<file path="config.mk">
export PLATFORM = sky130hd
export DESIGN_NAME = seq_divider
export DESIGN_NICKNAME = d
export VERILOG_FILES = /design/src/rtl/seq_divider_pkg.sv /design/src/rtl/seq_divider_sub_stage.sv /design/src/rtl/seq_divider.sv
export SDC_FILE = /design/constraint.sdc
export NUM_CORES = 1
export LEC_CHECK = 0
export CORE_ASPECT_RATIO = 0.9
export CORE_UTILIZATION = 35
export DETAILED_ROUTE_END_ITERATION = 6
export PLACE_DENSITY = 0.52
export SYNTH_ARGS = -nofsm -noshare
export SYNTH_HDL_FRONTEND = slang
export SYNTH_SLANG_ARGS = --single-unit
export TNS_END_PERCENT = 1
</file>
<file path="constraint.sdc">
create_clock -name i_clk -period 16.8 [get_ports i_clk]
set_clock_uncertainty 0.2 [all_clocks]
set_input_delay 3.36 -clock i_clk [delete_from_list [all_inputs] [get_ports i_clk]]
set_output_delay 3.36 -clock i_clk [all_outputs]
set_load 0.02 [all_outputs]
</file>
<file path="src/rtl/seq_divider_pkg.sv">
// seq_divider_pkg: FSM state encoding and small shared helpers for the
// sequential restoring divider (seq_divider) and its subtract stage.
package seq_divider_pkg;

  typedef enum logic [1:0] {
    ST_IDLE = 2'd0,
    ST_RUN  = 2'd1,
    ST_DONE = 2'd2
  } state_t;

  // Width of the iteration counter for an n-bit divide (counts 0..n).
  function automatic int cnt_width(input int n);
    return $clog2(n + 1);
  endfunction

  // One full-adder cell: returns {carry_out, sum}.
  function automatic logic [1:0] full_add(input logic a, input logic b, input logic cin);
    return {(a & b) | (cin & (a ^ b)), a ^ b ^ cin};
  endfunction

endpackage

</file>
<file path="src/rtl/seq_divider_sub_stage.sv">
// seq_divider_sub_stage: W-bit ripple subtractor, Diff = A + ~B + 1, built
// from a chain of full-adder cells. Borrow is the inverted final carry.
module seq_divider_sub_stage
  import seq_divider_pkg::*;
#(
  parameter int W = 33
) (
  input  logic [W-1:0] i_a,
  input  logic [W-1:0] i_b,
  output logic [W-1:0] o_diff,
  output logic         o_borrow
);

  logic [W:0] w_carry;
  logic [1:0] w_fa;

  // Ripple A + ~B + 1 through the full-adder chain, LSB first.
  always_comb begin
    w_carry    = '0;
    w_carry[0] = 1'b1;
    o_diff     = '0;
    w_fa       = 2'b00;
    for (int i = 0; i < W; i++) begin
      w_fa           = full_add(i_a[i], ~i_b[i], w_carry[i]);
      o_diff[i]      = w_fa[0];
      w_carry[i + 1] = w_fa[1];
    end
    o_borrow = ~w_carry[W];
  end

endmodule

</file>
<file path="src/rtl/seq_divider.sv">
// seq_divider: multi-cycle restoring integer divider (DIV/DIVU/REM/REMU).
// One trial subtraction per cycle; Done pulses N+1 cycles after the Start
// edge (one cycle for a zero divisor). Results hold between operations.
// Optional feature macro: SIGNED_DIV_EN enables signed (DIV/REM) semantics;
// without it the i_signed input is ignored and everything is unsigned.
module seq_divider
  import seq_divider_pkg::*;
#(
  parameter int N = 32
) (
  input  logic         i_clk,
  input  logic         i_rst,
  input  logic         i_start,
  input  logic         i_signed,
  input  logic [N-1:0] i_dividend,
  input  logic [N-1:0] i_divisor,
  output logic         o_busy,
  output logic         o_done,
  output logic [N-1:0] o_quotient,
  output logic [N-1:0] o_remainder,
  output logic         o_div_by_zero
);

  localparam int               CNT_W    = cnt_width(N);
  localparam logic [CNT_W-1:0] CNT_LAST = CNT_W'(N);

  state_t           r_state;
  state_t           w_state_next;
  logic [CNT_W-1:0] r_cnt;
  logic [N-1:0]     r_rem;       // partial remainder
  logic [N-1:0]     r_dq;        // dividend shifts out, quotient shifts in
  logic [N-1:0]     r_div_mag;   // divisor magnitude
  logic             r_div_zero;
  logic             r_busy;
  logic             r_done;
  logic [N-1:0]     r_quot;
  logic [N-1:0]     r_remd;
  logic             r_dbz;

  logic             w_busy_next;
  logic             w_done_next;
  logic             w_start_acc;
  logic             w_divisor_zero;
  logic             w_last;
  logic [N-1:0]     w_dividend_mag;
  logic [N-1:0]     w_divisor_mag;
  logic [N-1:0]     w_quot_final;
  logic [N-1:0]     w_rem_final;
  logic [N:0]       w_trial;
  logic [N:0]       w_diff;
  logic             w_borrow;
  logic             w_unused_diff_msb;

  // Start is only honoured when no operation is in flight.
  assign w_start_acc    = i_start & ((r_state == ST_IDLE) | (r_state == ST_DONE));
  assign w_divisor_zero = (i_divisor == '0);
  assign w_last         = (r_cnt == CNT_LAST);

`ifdef SIGNED_DIV_EN
  logic w_dvd_neg;
  logic w_dvs_neg;
  logic r_neg_q;
  logic r_neg_r;

  // Split incoming operands into sign and magnitude.
  always_comb begin
    w_dvd_neg = i_signed & i_dividend[N-1];
    w_dvs_neg = i_signed & i_divisor[N-1];
    if (w_dvd_neg) begin
      w_dividend_mag = ~i_dividend + N'(1);
    end else begin
      w_dividend_mag = i_dividend;
    end
    if (w_dvs_neg) begin
      w_divisor_mag = ~i_divisor + N'(1);
    end else begin
      w_divisor_mag = i_divisor;
    end
  end

  // Remember result signs: quotient negative on differing signs, remainder follows dividend.
  always_ff @(posedge i_clk or posedge i_rst) begin
    if (i_rst) begin
      r_neg_q <= 1'b0;
      r_neg_r <= 1'b0;
    end else if (w_start_acc) begin
      r_neg_q <= w_dvd_neg ^ w_dvs_neg;
      r_neg_r <= w_dvd_neg;
    end
  end

  // Apply the remembered signs to the unsigned results.
  always_comb begin
    if (r_neg_q) begin
      w_quot_final = ~r_dq + N'(1);
    end else begin
      w_quot_final = r_dq;
    end
    if (r_neg_r) begin
      w_rem_final = ~r_rem + N'(1);
    end else begin
      w_rem_final = r_rem;
    end
  end
`else
  logic w_unused_signed;

  assign w_unused_signed = i_signed;
  assign w_dividend_mag  = i_dividend;
  assign w_divisor_mag   = i_divisor;
  assign w_quot_final    = r_dq;
  assign w_rem_final     = r_rem;
`endif

  // Trial subtraction: shifted partial remainder minus divisor magnitude.
  assign w_trial           = {r_rem, r_dq[N-1]};
  assign w_unused_diff_msb = w_diff[N];

  seq_divider_sub_stage #(
    .W (N + 1)
  ) u_sub_stage (
    .i_a      (w_trial),
    .i_b      ({1'b0, r_div_mag}),
    .o_diff   (w_diff),
    .o_borrow (w_borrow)
  );

  // State register.
  always_ff @(posedge i_clk or posedge i_rst) begin
    if (i_rst) begin
      r_state <= ST_IDLE;
    end else begin
      r_state <= w_state_next;
    end
  end

  // Next-state logic; a zero divisor leaves RUN after a single cycle.
  always_comb begin
    w_state_next = r_state;
    case (r_state)
      ST_IDLE, ST_DONE: begin
        if (i_start) begin
          w_state_next = ST_RUN;
        end else begin
          w_state_next = ST_IDLE;
        end
      end
      ST_RUN: begin
        if (r_div_zero || w_last) begin
          w_state_next = ST_DONE;
        end else begin
          w_state_next = ST_RUN;
        end
      end
      default: w_state_next = ST_IDLE;
    endcase
  end

  // Output decode of the upcoming state, registered below.
  always_comb begin
    w_busy_next = 1'b0;
    w_done_next = 1'b0;
    case (w_state_next)
      ST_RUN:  w_busy_next = 1'b1;
      ST_DONE: w_done_next = 1'b1;
      default: begin
        w_busy_next = 1'b0;
        w_done_next = 1'b0;
      end
    endcase
  end

  // Registered Busy/Done.
  always_ff @(posedge i_clk or posedge i_rst) begin
    if (i_rst) begin
      r_busy <= 1'b0;
      r_done <= 1'b0;
    end else begin
      r_busy <= w_busy_next;
      r_done <= w_done_next;
    end
  end

  // Operand latch on accepted Start, then one restoring step per RUN cycle.
  always_ff @(posedge i_clk or posedge i_rst) begin
    if (i_rst) begin
      r_cnt      <= '0;
      r_rem      <= '0;
      r_dq       <= '0;
      r_div_mag  <= '0;
      r_div_zero <= 1'b0;
    end else if (w_start_acc) begin
      r_cnt      <= '0;
      r_rem      <= '0;
      // With a zero divisor no step runs, so keep the raw dividend for the remainder.
      r_dq       <= w_divisor_zero ? i_dividend : w_dividend_mag;
      r_div_mag  <= w_divisor_mag;
      r_div_zero <= w_divisor_zero;
    end else if ((r_state == ST_RUN) && !r_div_zero && !w_last) begin
      r_cnt <= r_cnt + CNT_W'(1);
      if (w_borrow) begin
        r_rem <= w_trial[N-1:0];
      end else begin
        r_rem <= w_diff[N-1:0];
      end
      r_dq <= {r_dq[N-2:0], ~w_borrow};
    end
  end

  // Results captured only on entry to DONE and held otherwise.
  always_ff @(posedge i_clk or posedge i_rst) begin
    if (i_rst) begin
      r_quot <= '0;
      r_remd <= '0;
      r_dbz  <= 1'b0;
    end else if ((r_state == ST_RUN) && (w_state_next == ST_DONE)) begin
      if (r_div_zero) begin
        r_quot <= {N{1'b1}};
        r_remd <= r_dq;
        r_dbz  <= 1'b1;
      end else begin
        r_quot <= w_quot_final;
        r_remd <= w_rem_final;
        r_dbz  <= 1'b0;
      end
    end
  end

  assign o_busy        = r_busy;
  assign o_done        = r_done;
  assign o_quotient    = r_quot;
  assign o_remainder   = r_remd;
  assign o_div_by_zero = r_dbz;

endmodule
</file>
# Word-level counts from Yosys, hierarchy flattened
# Index checks and enable logic that the tools add are counted.
[classes]
n_reduce_logical = 10
eq_ne = 5
bitwise = 196
muxes = 15
addsub = 1
[ops]
columns = ["op", "n"]
rows = [
  ["32-bit two-way mux", 7],
  ["1-bit bitwise AND", 65],
  ["1-bit bitwise XOR", 63],
  ["1-bit inverter", 34],
  ["1-bit bitwise OR", 34],
  ["32-bit zero test", 1],
  ["6-bit two-way mux", 2],
  ["6-bit by 1-bit adder with 6-bit output, second input constant", 1],
  ["6-bit equality test, second input constant", 1],
  ["2-bit by 1-bit equality test with 1-bit output, second input constant", 2],
  ["2-bit equality test, second input constant", 2],
  ["1-bit two-way mux", 4],
  ["2-bit case mux with 2 select lines", 1],
  ["1-bit logical AND", 3],
  ["1-bit zero test", 2],
  ["2-bit zero test", 1],
  ["2-bit two-way mux", 1],
  ["2-bit nonzero test", 1],
  ["2-bit OR reduction", 1],
  ["1-bit logical OR", 1],
]
[word_totals]
wordCells = 238
register_bits = 172
output_inout_bits = 67
input_bits = 68

# Depth between registers and ports, before layout
[depth]
word_depth = 70
mapped_depth = 39
depth_no_buf = 37

# Hierarchy
# From an unflattened synthesis, not the netlist that was laid out.
[hier_totals]
cells_unflattened = 818
area_unflattened_um2 = 8700.8
[modules_own_cells]
columns = ["mod", "area_per_inst_um2", "seq_area_each_um2", "n_inst", "cells_each"]
rows = [
  ["seq_divider", 7796.2, 4304.1, 1, 718],
  ["seq_divider_sub_stage", 904.6, 0.0, 1, 100],
]

# Worst setup path before layout
# Ideal clock, no wire load.
[synth_path]
kind = "reg2reg"
start = "register r_dq[31]"
end = "register r_rem[10]"
n_path_buf = 2
stages_incl_launch_ff = 40
arrival_ns = 13.216
t_required_ns = 16.464
setup_time_ns = 0.136
path_slack_ns = 3.248
period_less_slack_ns = 13.552
cell_sequence = "dfrtp_1 inv_1 ha_1 fa_1 fa_1 fa_1 fa_1 fa_1 fa_1 fa_1 fa_1 fa_1 fa_1 fa_1 fa_1 fa_1 fa_1 fa_1 [4 not listed] fa_1 fa_1 fa_1 fa_1 fa_1 fa_1 fa_1 fa_1 fa_1 fa_1 fa_1 fa_1 nand2b_1 clkbuf_1 clkbuf_1 nand2_1 o211ai_1 a21oi_1"
[synth_between]
elab_chain_len = 69
elab_cells_between_ends = 71
cone_classes = "mux: 3; bitwise: 68"
[synth_lines]
columns = ["item", "line_no", "text"]
rows = [
  ["start, declared", "seq_divider.sv:31", "logic [N-1:0] r_dq;"],
  ["start signal, assigned", "seq_divider.sv:196", "r_dq <= w_divisor_zero ? i_dividend : w_dividend_mag;"],
  ["start signal, assigned", "seq_divider.sv:206", "r_dq <= {r_dq[N-2:0], ~w_borrow};"],
  ["1-bit bitwise AND or 1-bit bitwise XOR (tied branches)", "seq_divider_pkg.sv:18", "return {(a & b) | (cin & (a ^ b)), a ^ b ^ cin};"],
  ["1-bit bitwise OR *", "seq_divider_pkg.sv:18", ""],
  ["1-bit bitwise AND *", "seq_divider_pkg.sv:18", ""],
  ["1-bit bitwise OR *", "seq_divider_pkg.sv:18", ""],
  ["1-bit bitwise AND *", "seq_divider_pkg.sv:18", ""],
  ["1-bit bitwise OR *", "seq_divider_pkg.sv:18", ""],
  ["1-bit bitwise AND *", "seq_divider_pkg.sv:18", ""],
  ["1-bit bitwise OR *", "seq_divider_pkg.sv:18", ""],
  ["[53 not listed]", "-", ""],
  ["1-bit bitwise OR", "seq_divider_pkg.sv:18", ""],
  ["1-bit bitwise AND", "seq_divider_pkg.sv:18", ""],
  ["1-bit bitwise OR", "seq_divider_pkg.sv:18", ""],
  ["1-bit bitwise AND", "seq_divider_pkg.sv:18", ""],
  ["1-bit bitwise OR", "seq_divider_pkg.sv:18", ""],
  ["32-bit two-way mux *", "seq_divider.sv:201", "if (w_borrow) begin"],
  ["32-bit two-way mux *", "seq_divider.sv:199", "end else if ((r_state == ST_RUN) && !r_div_zero && !w_last) begin"],
  ["32-bit two-way mux *", "seq_divider.sv:192", "end else if (w_start_acc) begin"],
  ["end signal, assigned", "seq_divider.sv:202", "r_rem <= w_trial[N-1:0];"],
  ["end signal, assigned", "seq_divider.sv:204", "r_rem <= w_diff[N-1:0];"],
  ["end, declared", "seq_divider.sv:30", "logic [N-1:0] r_rem;"],
]
# Every way passes the cells marked *; elsewhere a longest branch is shown, timed or not. The select of a mux whose other input is x is not followed.
# A chain may end at the register's enable or synchronous reset.

# Worst setup path after layout
[layout_path]
start = "register r_dq[31]"
end = "register r_rem[24]"
[layout_between]
elab_chain_len = 69
elab_cells_between_ends = 71
cone_classes = "mux: 3; bitwise: 68"
[layout_lines]
columns = ["item", "line_no"]
rows = [
  ["1-bit bitwise AND or 1-bit bitwise XOR (tied branches)", "seq_divider_pkg.sv:18"],
  ["1-bit bitwise OR *", "seq_divider_pkg.sv:18"],
  ["1-bit bitwise AND *", "seq_divider_pkg.sv:18"],
  ["1-bit bitwise OR *", "seq_divider_pkg.sv:18"],
  ["1-bit bitwise AND *", "seq_divider_pkg.sv:18"],
  ["1-bit bitwise OR *", "seq_divider_pkg.sv:18"],
  ["1-bit bitwise AND *", "seq_divider_pkg.sv:18"],
  ["1-bit bitwise OR *", "seq_divider_pkg.sv:18"],
  ["[53 not listed]", "-"],
  ["1-bit bitwise OR", "seq_divider_pkg.sv:18"],
  ["1-bit bitwise AND", "seq_divider_pkg.sv:18"],
  ["1-bit bitwise OR", "seq_divider_pkg.sv:18"],
  ["1-bit bitwise AND", "seq_divider_pkg.sv:18"],
  ["1-bit bitwise OR", "seq_divider_pkg.sv:18"],
  ["32-bit two-way mux *", "seq_divider.sv:201"],
  ["32-bit two-way mux *", "seq_divider.sv:199"],
  ["32-bit two-way mux *", "seq_divider.sv:192"],
]
# Marked as above.

==> results by stage <==
Routing:
- The number of DRC violations after detailed routing is 0.
- The via count is around 6300.
- The number of vias per cell is roughly 4.8.
- The final layout contains routed wiring with a total length of 20900 um.
- The pre-antenna-repair detailed-routing pass consisted of 4 iterations.
- Dividing the detail-routed wire length by the instance count gives 16.0 um.
- In this run the remaining antenna-violating nets after routing total 0.
- The first-iteration detailed-routing DRC count is 372.

Power:
- Summing internal, switching and leakage power gives between 0.002 and 0.0025 W.
- Dividing total power by cell area gives a power density of about 220 nW/um^2.
- The peak supply drop is slightly below 0.08 mV.
- The static power due to leakage is between 4 and 5 nW.

Global route:
- The met1 demand-to-capacity share in global routing is 0.243.
- The number of global-route vias before repair was 6512.
- The maximum number of pins on one net before global-route repair is approximately 110.
- For this run, global-route usage on met3 was measured as 0.0294.
- In the global route stage, met2 resource usage came out at 0.293.
- The wire length of the first global-routing pass is about 35000 um.
- The overflow left after global routing is 0.
- For this run, the total global-route usage over all layers was measured as 0.178.
- The number of antenna violations at the first check in global routing is 0.
- The highest-utilization routing layer at the global route stage is met2.

STA:
- The worst max-slew margin expressed relative to the limit is 0.324.
- The hold violation count in the final report came to 0.
- The final worst-path cycle share is 0.882.
- Setup repair after global routing left no endpoint under its margin.
- The final period demand of the worst path is about 15 ns.
- At the pin with the least slew margin, the transition time is roughly 1 ns.
- The total negative slack for setup checks is 0 ns.
- Setup violations remaining at the end of the flow were counted as 0.
- For this run, the top clock speed supported by timing is between 60 and 70 MHz.
- The count of pins over their slew limit is 0.
- Hold timing on the final database bottoms out at a slack of a little over 0.3 ns.

Synth:
- The post-synth design cell area is ~8500 sq um.
- In this run, distinct cell masters in the synthesized netlist total 36.
- The number of register bits inferred by synthesis is 172.
- The Yosys warning count is 0.
- After technology mapping, the gate count stands at 889.
- A synthesized cell averages about 9.6 sq um.
- The synthesized netlist net count is 991.
- Of the synthesized area, sequential elements account for 0.504.

CTS:
- In this run, CTS created clock tree buffers numbering 17.
- The H-tree generated during clock tree synthesis spans 4 levels.
- Clock-pin slew was measured on the worst setup and hold paths at around 0.07 ns.
- CTS saw between 150 and 200 sinks.
- Buffers inserted to repair hold after CTS numbered 0.
- TritonCTS built the clock tree.
- The buffer count from post-CTS setup fixing is 0.
- The clock reaches the later pin of the worst-skew pair after ~0.43 ns.
- No sink is reached through more buffers than the 2 on the longest clock path.
- The number of gates resized after CTS was 0.
- CTS placed an instance of clkbuf_16 at the clock tree root.

Worst setup path:
- On the worst path, the slowest cell contributes a delay of 0.56 ns.
- Among all stages on the critical path, the largest delay is contributed by nand2b_2.
- The class of the most critical setup path is register to register.
- The most prevalent standard cell on the critical path is fa_1.
- The kind of start point of the critical path is a register.
- STA puts the critical path data required time at between 15 and 20 ns.
- Along the worst path, the maximum fanout reaches 39.
- STA classifies the critical path endpoint as a register.
- Data arrives at the worst endpoint at 14.90 ns.

Cells and area:
- The library cells used most frequently in the layout, excluding fill and tap cells, are 259 x nand2_1, 171 x dfrtp_1, 133 x clkdlybuf4s50_1.
- Of the cells placed in the final design, the portion with a size suffix greater than 1 is 0.0826.
- The layout-stage area growth over the synthesis result is 24.5%.
- The library cell used most frequently in the layout, excluding fill and tap cells, is nand2_1.
- The number of nets in the layout is roughly 1100.
- The final core utilization is 0.449.

Die:
- The vertical die dimension is 150 um.
- The floorplan has 53 rows.
- The boundary pin count is about 140.
- In this run the horizontal extent of the chip is between 150 and 200 um.
- The area of the die is 25000 sq um.
- The starting density of the core is 0.361.
- The area of the core region is approximately 24000 sq um.

Place:
- The final weighted congestion of routability-driven global placement is about 0.74.
- The number of buffer cells added on primary ports is between 100 and 150.
- The detailed placer's ending HPWL is 13100 um.

Run:
- The number of maximum-capacitance constraint violations is 0.

Status:
- The run finished with clean final reports.

Worst hold path:
- The path class of the tightest hold or removal check is register to register.
-- state kept, by name, summed over array words and instances (netlist names), 2 cells and up --
register / cells
o_quotient: 32
o_remainder: 32
r_div_mag: 32
r_dq: 32
r_rem: 32
r_cnt: 6
r_state: 2
-- stage by stage --
stage | area [sq um] | setup WS, ns | cells
final | 10600 | 1.98 | 1308
after global routing | 10600 | 1.43 | 1307
after CTS | 10600 | 1.87 | 1307
after detailed placement | 10000 | 1.90 | 1275
after global placement | 10000 | 2.09 | 1275
after floorplan | 8540 | 3.25 | 889
-- synth_stat cells --
library cell / n / share of area
xnor2_1: 1 / 0.0010
nor2_1: 40 / 0.018
fa_1: 31 / 0.073
buf_1: 5 / 0.0022
and4_1: 1 / 0.0010
nand3_1: 61 / 0.036
buf_4: 9 / 0.0079
o21a_1: 2 / 0.0018
xor2_1: 3 / 0.0031
a22o_1: 1 / 0.0010
nand3b_1: 1 / 0.00088
buf_2: 5 / 0.0029
dfrtp_1: 172 / 0.50
nor2b_1: 2 / 0.0015
a21oi_1: 34 / 0.020
nor4_1: 8 / 0.0059
nand2b_1: 2 / 0.0015
mux2i_1: 33 / 0.039
o211ai_1: 31 / 0.027
nor3b_4: 1 / 0.0022
o21a_2: 1 / 0.0010
or2_4: 1 / 0.0010
o21ai_2: 1 / 0.0010
mux2_4: 17 / 0.030
buf_6: 4 / 0.0053
mux2_2: 16 / 0.021
nor3_1: 1 / 0.00059
clkbuf_1: 33 / 0.015
inv_1: 67 / 0.029
o21ai_0: 35 / 0.021
nand4_1: 4 / 0.0029
nor2_4: 1 / 0.0013
buf_8: 2 / 0.0035
o31ai_1: 1 / 0.00088
nand2_1: 259 / 0.11
ha_1: 3 / 0.0044
-- critical path: cells and delay by family (launching register included) --
family	cells	cell delay, ns
DFF	1	0.48
adders and majority gates	32	12.65
buffers and inverters	2	0.48
and+or+nand+nor	2	0.66
AOI/OAI and AO/OA	2	0.19
-- where the power goes --
group | internal [W] | switching [W]
Sequential | 0.000624 | 0.000153
Clock | 0.000225 | 0.000171
Combinational | 0.000519 | 0.000609
Total | 0.00137 | 0.000933
-- layout make-up --
type | instances | area [sq um]
fillers | 2318 | 13000
flip-flops and latches | 172 | 4310
multi-input cells | 592 | 3700
repair buffers | 142 | 1400
clock buffers | 24 | 502
well taps | 302 | 378
inverters | 67 | 256
clock inverters | 8 | 81.3
diodes | 1 | 2.50
-- per-layer routing --
layer | vias to the layer above | wire (um)
met5 | - | 0
met4 | 0 | 196
met3 | 14 | 725
met2 | 130 | 9830
met1 | 3061 | 10200
li1 | 3101 | -
-- path summary, 6_finish.rpt --
kind | start | endpoint | slack [ns] | cells past startpoint
max | r_dq[31] | r_rem[24] | 1.98 | 38
max in group asynchronous | i_rst | r_div_zero | 11.52 | 3
max reg2reg | r_dq[31] | r_rem[24] | 1.98 | 38
min in group asynchronous | i_rst | o_quotient[30] | 3.30 | 2
min | r_div_mag[21] | r_div_mag[21] | 0.31 | 2
min reg2reg | r_div_mag[21] | r_div_mag[21] | 0.31 | 2
-- cell families (layout without fill, tap and decap cells) --
logic type | Yosys count | in the layout | share of synthesized area
xor+xnor | 4 | 4 | 0.00410
flops | 172 | 172 | 0.504
fa+ha+maj | 34 | 34 | 0.0771
other cells | 0 | 1 | 0
compound gates | 106 | 106 | 0.0734
buf+inv | 125 | 241 | 0.0658
mux | 66 | 66 | 0.0897
simple gates | 382 | 382 | 0.186
(Power assumes the default switching activity.)
